==> src/rtl/mem_bus_arbiter_pkg.sv <==
// Shared widths, memory access codes and arbiter state encoding for the
// memory-bus arbiter and its picker.
package mem_bus_arbiter_pkg;

    localparam int ADDR_W      = 32;
    localparam int WORD_W      = 32;
    localparam int MEM_COUNT_W = 3;
    localparam int MEM_CODE_W  = 3;

    localparam logic [MEM_COUNT_W-1:0] MEM_COUNT_NONE = 3'd0;
    localparam logic [MEM_COUNT_W-1:0] MEM_COUNT_BYTE = 3'd1;
    localparam logic [MEM_COUNT_W-1:0] MEM_COUNT_HALF = 3'd2;
    localparam logic [MEM_COUNT_W-1:0] MEM_COUNT_WORD = 3'd4;

    localparam logic [MEM_CODE_W-1:0] MEM_CODE_INVALID       = 3'd0;
    localparam logic [MEM_CODE_W-1:0] MEM_CODE_READ          = 3'd1;
    localparam logic [MEM_CODE_W-1:0] MEM_CODE_WRITE         = 3'd2;
    localparam logic [MEM_CODE_W-1:0] MEM_CODE_MISALIGNED    = 3'd3;
    localparam logic [MEM_CODE_W-1:0] MEM_CODE_OUT_OF_BOUNDS = 3'd4;

    typedef enum logic [1:0] {
        ARB_ST_IDLE  = 2'd0,
        ARB_ST_ISSUE = 2'd1,
        ARB_ST_WAIT  = 2'd2
    } arb_state_t;

    typedef struct packed {
        logic [ADDR_W-1:0]      addr;
        logic [WORD_W-1:0]      wr_data;
        logic                   wr_en;
        logic [MEM_COUNT_W-1:0] count;
    } mem_req_t;

endpackage

==> src/rtl/mem_bus_arbiter_rr_pick.sv <==
// Combinational two-way picker: fixed priority to port 0, or alternation
// against the last winner when both ports request.
module mem_arb_rr_pick (
    input  logic req0,
    input  logic req1,
    input  logic last_winner,
    input  logic fixed_priority,
    output logic grant_valid,
    output logic grant_id
);

    always_comb begin
        grant_valid = req0 | req1;
        grant_id    = 1'b0;
        if (req0 && req1) begin
            grant_id = fixed_priority ? 1'b0 : ~last_winner;
        end else if (req1) begin
            grant_id = 1'b1;
        end
    end

endmodule

==> src/rtl/mem_bus_arbiter.sv <==
// Shares one peripheral request port between load/store (port 0) and fetch
// (port 1); one transaction in flight, request-to-response latency 3 cycles.
//
// state | meaning
// IDLE  | waiting for a request; grant latches the winner's fields
// ISSUE | latched request driven downstream for this one cycle
// WAIT  | peripheral response captured and returned to the winner
module mem_bus_arbiter
    import mem_bus_arbiter_pkg::*;
#(
    parameter int unsigned FIXED_PRIORITY = 0
) (
    input  logic                   clk,
    input  logic                   aresetn,

    input  logic [ADDR_W-1:0]      i_p0_req_addr,
    input  logic [WORD_W-1:0]      i_p0_req_wr_data,
    input  logic                   i_p0_req_wr_en,
    input  logic [MEM_COUNT_W-1:0] i_p0_req_count,
    output logic                   o_p0_accept,
    output logic                   o_p0_res_valid,
    output logic [WORD_W-1:0]      o_p0_res_rd_data,
    output logic [MEM_CODE_W-1:0]  o_p0_res_code,

    input  logic [ADDR_W-1:0]      i_p1_req_addr,
    input  logic [WORD_W-1:0]      i_p1_req_wr_data,
    input  logic                   i_p1_req_wr_en,
    input  logic [MEM_COUNT_W-1:0] i_p1_req_count,
    output logic                   o_p1_accept,
    output logic                   o_p1_res_valid,
    output logic [WORD_W-1:0]      o_p1_res_rd_data,
    output logic [MEM_CODE_W-1:0]  o_p1_res_code,

    output logic [ADDR_W-1:0]      o_mem_req_addr,
    output logic [WORD_W-1:0]      o_mem_req_wr_data,
    output logic                   o_mem_req_wr_en,
    output logic [MEM_COUNT_W-1:0] o_mem_req_count,
    input  logic [WORD_W-1:0]      i_mem_res_rd_data,
    input  logic [MEM_CODE_W-1:0]  i_mem_res_code,

    output logic                   o_busy
);

    arb_state_t state;
    logic       winner;
    logic       grant_valid;
    logic       grant_id;
    mem_req_t   p0_req;
    mem_req_t   p1_req;
    mem_req_t   sel_req;

    assign p0_req = '{addr: i_p0_req_addr, wr_data: i_p0_req_wr_data,
                      wr_en: i_p0_req_wr_en, count: i_p0_req_count};
    assign p1_req = '{addr: i_p1_req_addr, wr_data: i_p1_req_wr_data,
                      wr_en: i_p1_req_wr_en, count: i_p1_req_count};
    assign sel_req = grant_id ? p1_req : p0_req;

    // The latched winner doubles as the round-robin history; it only moves on a grant.
    mem_arb_rr_pick u_pick (
        .req0          (i_p0_req_count != MEM_COUNT_NONE),
        .req1          (i_p1_req_count != MEM_COUNT_NONE),
        .last_winner   (winner),
        .fixed_priority(FIXED_PRIORITY != 0),
        .grant_valid   (grant_valid),
        .grant_id      (grant_id)
    );

    assign o_busy = (state != ARB_ST_IDLE);

    always_ff @(posedge clk or negedge aresetn) begin
        if (!aresetn) begin
            state             <= ARB_ST_IDLE;
            winner            <= 1'b1;
            o_mem_req_addr    <= '0;
            o_mem_req_wr_data <= '0;
            o_mem_req_wr_en   <= 1'b0;
            o_mem_req_count   <= MEM_COUNT_NONE;
            o_p0_accept       <= 1'b0;
            o_p1_accept       <= 1'b0;
            o_p0_res_valid    <= 1'b0;
            o_p1_res_valid    <= 1'b0;
            o_p0_res_rd_data  <= '0;
            o_p1_res_rd_data  <= '0;
            o_p0_res_code     <= MEM_CODE_INVALID;
            o_p1_res_code     <= MEM_CODE_INVALID;
        end else begin
            o_p0_accept    <= 1'b0;
            o_p1_accept    <= 1'b0;
            o_p0_res_valid <= 1'b0;
            o_p1_res_valid <= 1'b0;
            unique case (state)
                ARB_ST_IDLE: begin
                    if (grant_valid) begin
                        winner            <= grant_id;
                        o_mem_req_addr    <= sel_req.addr;
                        o_mem_req_wr_data <= sel_req.wr_data;
                        o_mem_req_wr_en   <= sel_req.wr_en;
                        o_mem_req_count   <= sel_req.count;
                        o_p0_accept       <= ~grant_id;
                        o_p1_accept       <= grant_id;
                        state             <= ARB_ST_ISSUE;
                    end
                end
                ARB_ST_ISSUE: begin
                    o_mem_req_count <= MEM_COUNT_NONE;
                    state           <= ARB_ST_WAIT;
                end
                ARB_ST_WAIT: begin
                    if (winner) begin
                        o_p1_res_rd_data <= i_mem_res_rd_data;
                        o_p1_res_code    <= i_mem_res_code;
                        o_p1_res_valid   <= 1'b1;
                    end else begin
                        o_p0_res_rd_data <= i_mem_res_rd_data;
                        o_p0_res_code    <= i_mem_res_code;
                        o_p0_res_valid   <= 1'b1;
                    end
                    state <= ARB_ST_IDLE;
                end
                default: state <= ARB_ST_IDLE;
            endcase
        end
    end

endmodule

==> config.mk <==
export PLATFORM = sky130hd
export DESIGN_NAME = mem_bus_arbiter
export DESIGN_NICKNAME = d
export VERILOG_FILES = /design/src/rtl/mem_bus_arbiter_pkg.sv /design/src/rtl/mem_bus_arbiter_rr_pick.sv /design/src/rtl/mem_bus_arbiter.sv
export SDC_FILE = /design/constraint.sdc
export NUM_CORES = 1
export LEC_CHECK = 0
export ABC_AREA = 0
export CORE_ASPECT_RATIO = 0.75
export CORE_MARGIN = 1
export CORE_UTILIZATION = 40
export CTS_CLUSTER_DIAMETER = 100
export DETAILED_ROUTE_END_ITERATION = 8
export MAX_ROUTING_LAYER = met4
export PLACE_DENSITY = 0.81
export SETUP_SLACK_MARGIN = 0.2
export SLEW_MARGIN = 10
export SYNTH_ARGS = -nofsm -noshare
export SYNTH_HDL_FRONTEND = slang
export SYNTH_SLANG_ARGS = --single-unit
==> constraint.sdc <==
create_clock -name clk -period 3.6 [get_ports clk]
set_clock_uncertainty 0.2 [all_clocks]
set_input_delay 0.72 -clock clk [delete_from_list [all_inputs] [get_ports clk]]
set_output_delay 0.72 -clock clk [all_outputs]
set_load 0.01 [all_outputs]
# Word level (Yosys, flattened, before mapping)

Index checks and enable logic that the tools add are counted.
W data, S select, Z words.

Equality and inequality tests: 3
Muxes and demuxes: 15
Bitwise operators: 3
Reductions and logical operators: 10

Operator list:

| cell                 | count |
|---|---|
| $mux W68             | 1 |
| $mux W1              | 10 |
| $reduce_and A2 Y1    | 4 |
| $pmux W3 S2          | 1 |
| $reduce_bool A3 Y1   | 2 |
| $pmux W2 S2          | 1 |
| $reduce_bool A2 Y1   | 2 |
| $mux W3              | 1 |
| $eq A2 B1 Y1 const B | 1 |
| $eq A2 B2 Y1 const B | 1 |
| $logic_not A2 Y1     | 1 |
| $mux W2              | 1 |
| $ne A2 B2 Y1 const B | 1 |
| $not A1 Y1           | 2 |
| $logic_and A1 B1 Y1  | 1 |
| $or A1 B1 Y1         | 1 |

Flip-flop bits (word level): 145
Input bits: 173
Output and inout port bits: 143
Logic and storage cells: 45

# Depth between registers and ports, before layout

Word-level depth: 6
Mapped depth: 7
Depth with buffers taken out: 4

# Hierarchy

From an unflattened synthesis, not the netlist that was laid out.

Cell total of the unflattened synthesis: 392
Area total of the unflattened synthesis: 6,347.3 sq um

Modules (own cells, without submodules):

| module          | instances | cells an instance | area an instance (sq um) | seq. area each (sq um) |
|---|---|---|---|---|
| mem_bus_arbiter | 1         | 389               | 6,329.8                  | 3,629.7 |
| mem_arb_rr_pick | 1         | 3                 | 17.5                     | 0.0 |

# Worst setup path after synthesis

No wires, ideal clock.

Kind: in2reg
Start point: input i_p0_req_count[1]
End point: register o_mem_req_addr[0]
Library setup time: 0.126 ns
Arrival: 1.846 ns
Data required time: 3.274 ns
Slack: 1.428 ns
Stages on the path: 5
Buffers on the path: 2
Cell sequence: or3_4 -> o211a_2 -> buf_6 -> buf_6 -> a221o_1

Longest elaborated chain between the ends: 4
Elaborated cells between the ends (all ways): 6
Those cells by class: 2 x mux; 1 x bitwise; 3 x reduce/logical

Ends and longest elaborated chain:

| element                | line                          | RTL |
|---|---|---|
| start: declaration     | mem_bus_arbiter.sv:19         | `input logic [MEM_COUNT_W-1:0] i_p0_req_count,` |
| $reduce_bool A3 Y1 (*) | mem_bus_arbiter.sv:60         | `.req0 (i_p0_req_count != MEM_COUNT_NONE),` |
| $logic_and A1 B1 Y1    | mem_bus_arbiter_rr_pick.sv:15 | `if (req0 && req1) begin` |
| $mux W1                | mem_bus_arbiter_rr_pick.sv:15 |  |
| $mux W68               | mem_bus_arbiter.sv:56         | `assign sel_req = grant_id ? p1_req : p0_req;` |
| end signal: assignment | mem_bus_arbiter.sv:95         | `o_mem_req_addr <= sel_req.addr;` |
| end: declaration       | mem_bus_arbiter.sv:34         | `output logic [ADDR_W-1:0] o_mem_req_addr,` |

Mark *: on every way between the ends. The rest lies on a longest branch, timed or not.
A chain may end at the register's enable or synchronous reset.

# Worst setup path after layout

Start point: input i_p1_req_count[2]
End point: register o_mem_req_count[0]

Longest elaborated chain between the ends: 6
Elaborated cells between the ends (all ways): 10
Those cells by class: 1 x eq/ne; 5 x mux; 1 x bitwise; 3 x reduce/logical

Ends and longest elaborated chain:

| element                                        | line                                                         | RTL |
|---|---|---|
| start: declaration                             | mem_bus_arbiter.sv:28                                        | `input logic [MEM_COUNT_W-1:0] i_p1_req_count,` |
| $reduce_bool A3 Y1 (*)                         | mem_bus_arbiter.sv:61                                        | `.req1 (i_p1_req_count != MEM_COUNT_NONE),` |
| $mux W1 or $logic_and A1 B1 Y1 (tied branches) | mem_bus_arbiter_rr_pick.sv:17, mem_bus_arbiter_rr_pick.sv:15 |  |
| $mux W1                                        | mem_bus_arbiter_rr_pick.sv:15                                |  |
| $mux W68                                       | mem_bus_arbiter.sv:56                                        |  |
| $mux W3                                        | mem_bus_arbiter.sv:93                                        | `if (grant_valid) begin` |
| $pmux W3 S2                                    | mem_bus_arbiter.sv:91                                        | `unique case (state)` |
| end signal: assignment                         | mem_bus_arbiter.sv:98                                        | `o_mem_req_count <= sel_req.count;` |
| end: declaration                               | mem_bus_arbiter.sv:37                                        | `output logic [MEM_COUNT_W-1:0] o_mem_req_count,` |

Mark *: on every way between the ends. The rest lies on a longest branch, timed or not. The select of a mux whose other input is x is not followed.

==> out/metrics.cfg <==
[synthesis]
synth_edf_count = 0
syn_nets = 588
async_reset_ff_frac = 1.000
yosysSeqAreaShare = 0.5984
avgSynthCellArea_um2 = 14.62
ys_warn_count = 0
synth_area_leaders = dfrtp_1 (59%), mux2_2 (13%), a221o_1 (11%)
syn_inst = 415
yosysMostFrequentCell = dfrtp_1
synth_ff_type = dfrtp_1
synth_top_area_frac = 0.5941
ys_types = 26
syn_area_um2 = 6066
synth_seq_cells = 145
synth_top_cell_by_area = dfrtp_1
synth_common_cells = dfrtp_1 (144), mux2_2 (70), a221o_1 (67), and4_1 (65), clkbuf_1 (21)

[placed_design]
gp_congestion = 0.8367
io_buffers = 315
dp_slack_ns = 0.5846
dp.cells = 893
dpl.hpwl_um = 13220

[final_layout]
drive_above_1_share = 0.1614
nets = 885
syn2layout_area_growth_pct = 63.94
fin_cells = 925
ff_latch_area_um2 = 3630
diodes = 0
fill_cells = 1072
multi_input_area_um2 = 2212

[sta]
fin_crit_ns = 2.625
period_share = 0.7293
worst_pin_slew_ns = 0.9787
rsz0062_at_grt = false
max_freq_mhz = 380.9
slew_headroom = 0.3456
layout_setup_ws_ns = 0.9747
hold_violations = 0
whs_ns = 0.1842
drv_slew = 0
setup_viol = 0
fin_tns_setup_ns = 0

[worst_setup_path]
cp_slowest_cell = or3_4
crit_family = buffers and inverters
worstPathMaxFanout = 68
crit_chain = clkdlybuf4s50_1 -> or3_4 -> o21ai_4 -> buf_12 -> inv_1 -> o211ai_1
crit_required_ns = 3.72
r2r_slack_ns = 1.21
arrival_ns = 2.74
critPathKind = in2reg
crit_path_start_kind = input pin
path_buf_inv = 3
max_stage_delay_ns = 0.65
endpoint_kind = flip-flop

[clock_tree]
numCtsBuffers = 17
postCtsSetupBuffers = 0
clkTransAtPathRegs_ns = 0.06
cts-resized-gates = 0
cts_tree = yes
cts_buffer_depth = 2
root_buffer = clkbuf_16
htreeDepth = 4
cts_sinks = 145
hold_buffers = 0
clock_latency_ns = 0.40

[drt]
vias = 5081
drt-total-wl_um = 18940
vias_per_cell = 5.493
drc = 0
drt_pre_antenna_iters = 4
post_drt_wl_per_cell_um = 20.47
drt_iter0_markers = 257
ant_nets = 0

[floorplan]
coreArea_um2 = 14640
fp.dieH_um = 108.6
row_count = 38
io_pins = 316
die_area_um2 = 15670
start_util = 0.4142
die_w_um = 144.2

[global_routing]
grt_pass1_wl_um = 28290
antenna_found_initial = 0
overflow = 0
track_usage = 0.2482
grt_max_degree = 92
grt_pass1_vias = 5172

[power]
ir_drop_v = 0.0005363
p_leak_uw = 0.004095
p_total_uw = 8992
p_per_area_nw_per_um2 = 904.2

[outcome]
outcome = complete, no violations

[hold_path]
hold_class = in2async

[run]
drv_cap = 0

worst register-to-register path, stage by stage, from the launching register on:
cell and delay, ns:
dfstp_2 0.64, nand3b_1 0.70, buf_12 0.44, mux2_2 0.30
stage by stage:
stage,utilization,area (um2)
after floorplan,-,6066
final,0.6791,9945
after global placement,0.6403,9376
after global routing,0.6791,9945
after detailed placement,0.6403,9376
after CTS,0.6791,9945
layout by cell type (no fill, tap or decap), drive strengths merged:
cell and count:
buf 8, and3 3, a221o 67, dfrtp 144, clkinvlp 4, mux2 70, o211a 1, clkinv 3
a21o 1, o211ai 2, and4 65, nor2 1, o21ai 1, or3 2, nand3 1, clkdlybuf4s50 314
nand2b 1, nand3b 1, nor3 2, o31ai 2, nor2b 1, clkbuf 19, inv 9, o21a 1
dfstp 1, bufinv 1
cell families after synthesis:
family	after synthesis	synth area share
AND/OR/NAND/NOR	77	0.1079
buffers and inverters	48	0.04270
flip-flops	145	0.5984
multiplexers	70	0.1300
AO/OA/AOI/OAI	75	0.1211
registers in the layout (all words and copies together), names as in the netlist, 2 cells and up:
name / count
o_mem_req_addr: 32
o_mem_req_wr_data: 32
o_p0_res_rd_data: 32
o_p1_res_rd_data: 32
o_mem_req_count: 3
o_p0_res_code: 3
o_p1_res_code: 3
state: 2
where the power goes:
group	switching, uW	internal (uW)	total [uW]
Combinational	1810	2540	4350
Sequential	484	2470	2950
Clock	712	981	1690
Total	3000	5990	8990
final timing paths:
| path | depth (start not counted) | endpoint | startpoint |
|---|---|---|---|
| worst max-delay path | 6 | o_mem_req_count[0] | i_p1_req_count[2] |
| worst min-delay path | 1 | o_p1_res_rd_data[28] | aresetn |
| worst max register to register | 3 | o_p1_res_rd_data[6] | winner |
| worst min register to register | 1 | o_p1_res_code[1] | o_p1_res_code[1] |
| max in group asynchronous | 2 | o_p1_res_rd_data[20] | aresetn |
| min in group clk | 1 | o_p1_res_code[1] | o_p1_res_code[1] |
final cells by class:
cell class / instances / share of cell area
clock buffers: 19 / 0.04454
clock inverters: 13 / 0.01258
inverters: 4 / 0.001510
multi-input cells: 222 / 0.2224
flip-flops and latches: 145 / 0.3650
well taps: 200 / 0.02516
repair buffers: 322 / 0.3288
layer usage:
metal / share of wire / global-route usage / vias up
met1: 0.39 / 0.2837 / 2589
met4: 0.025 / 0.09398 / 0
met5: 0 / - / -
met3: 0.067 / 0.05665 / 30
li1: - / - / 2251
met2: 0.52 / 0.4268 / 211
Note: power is estimated with default switching activity, not from simulation.
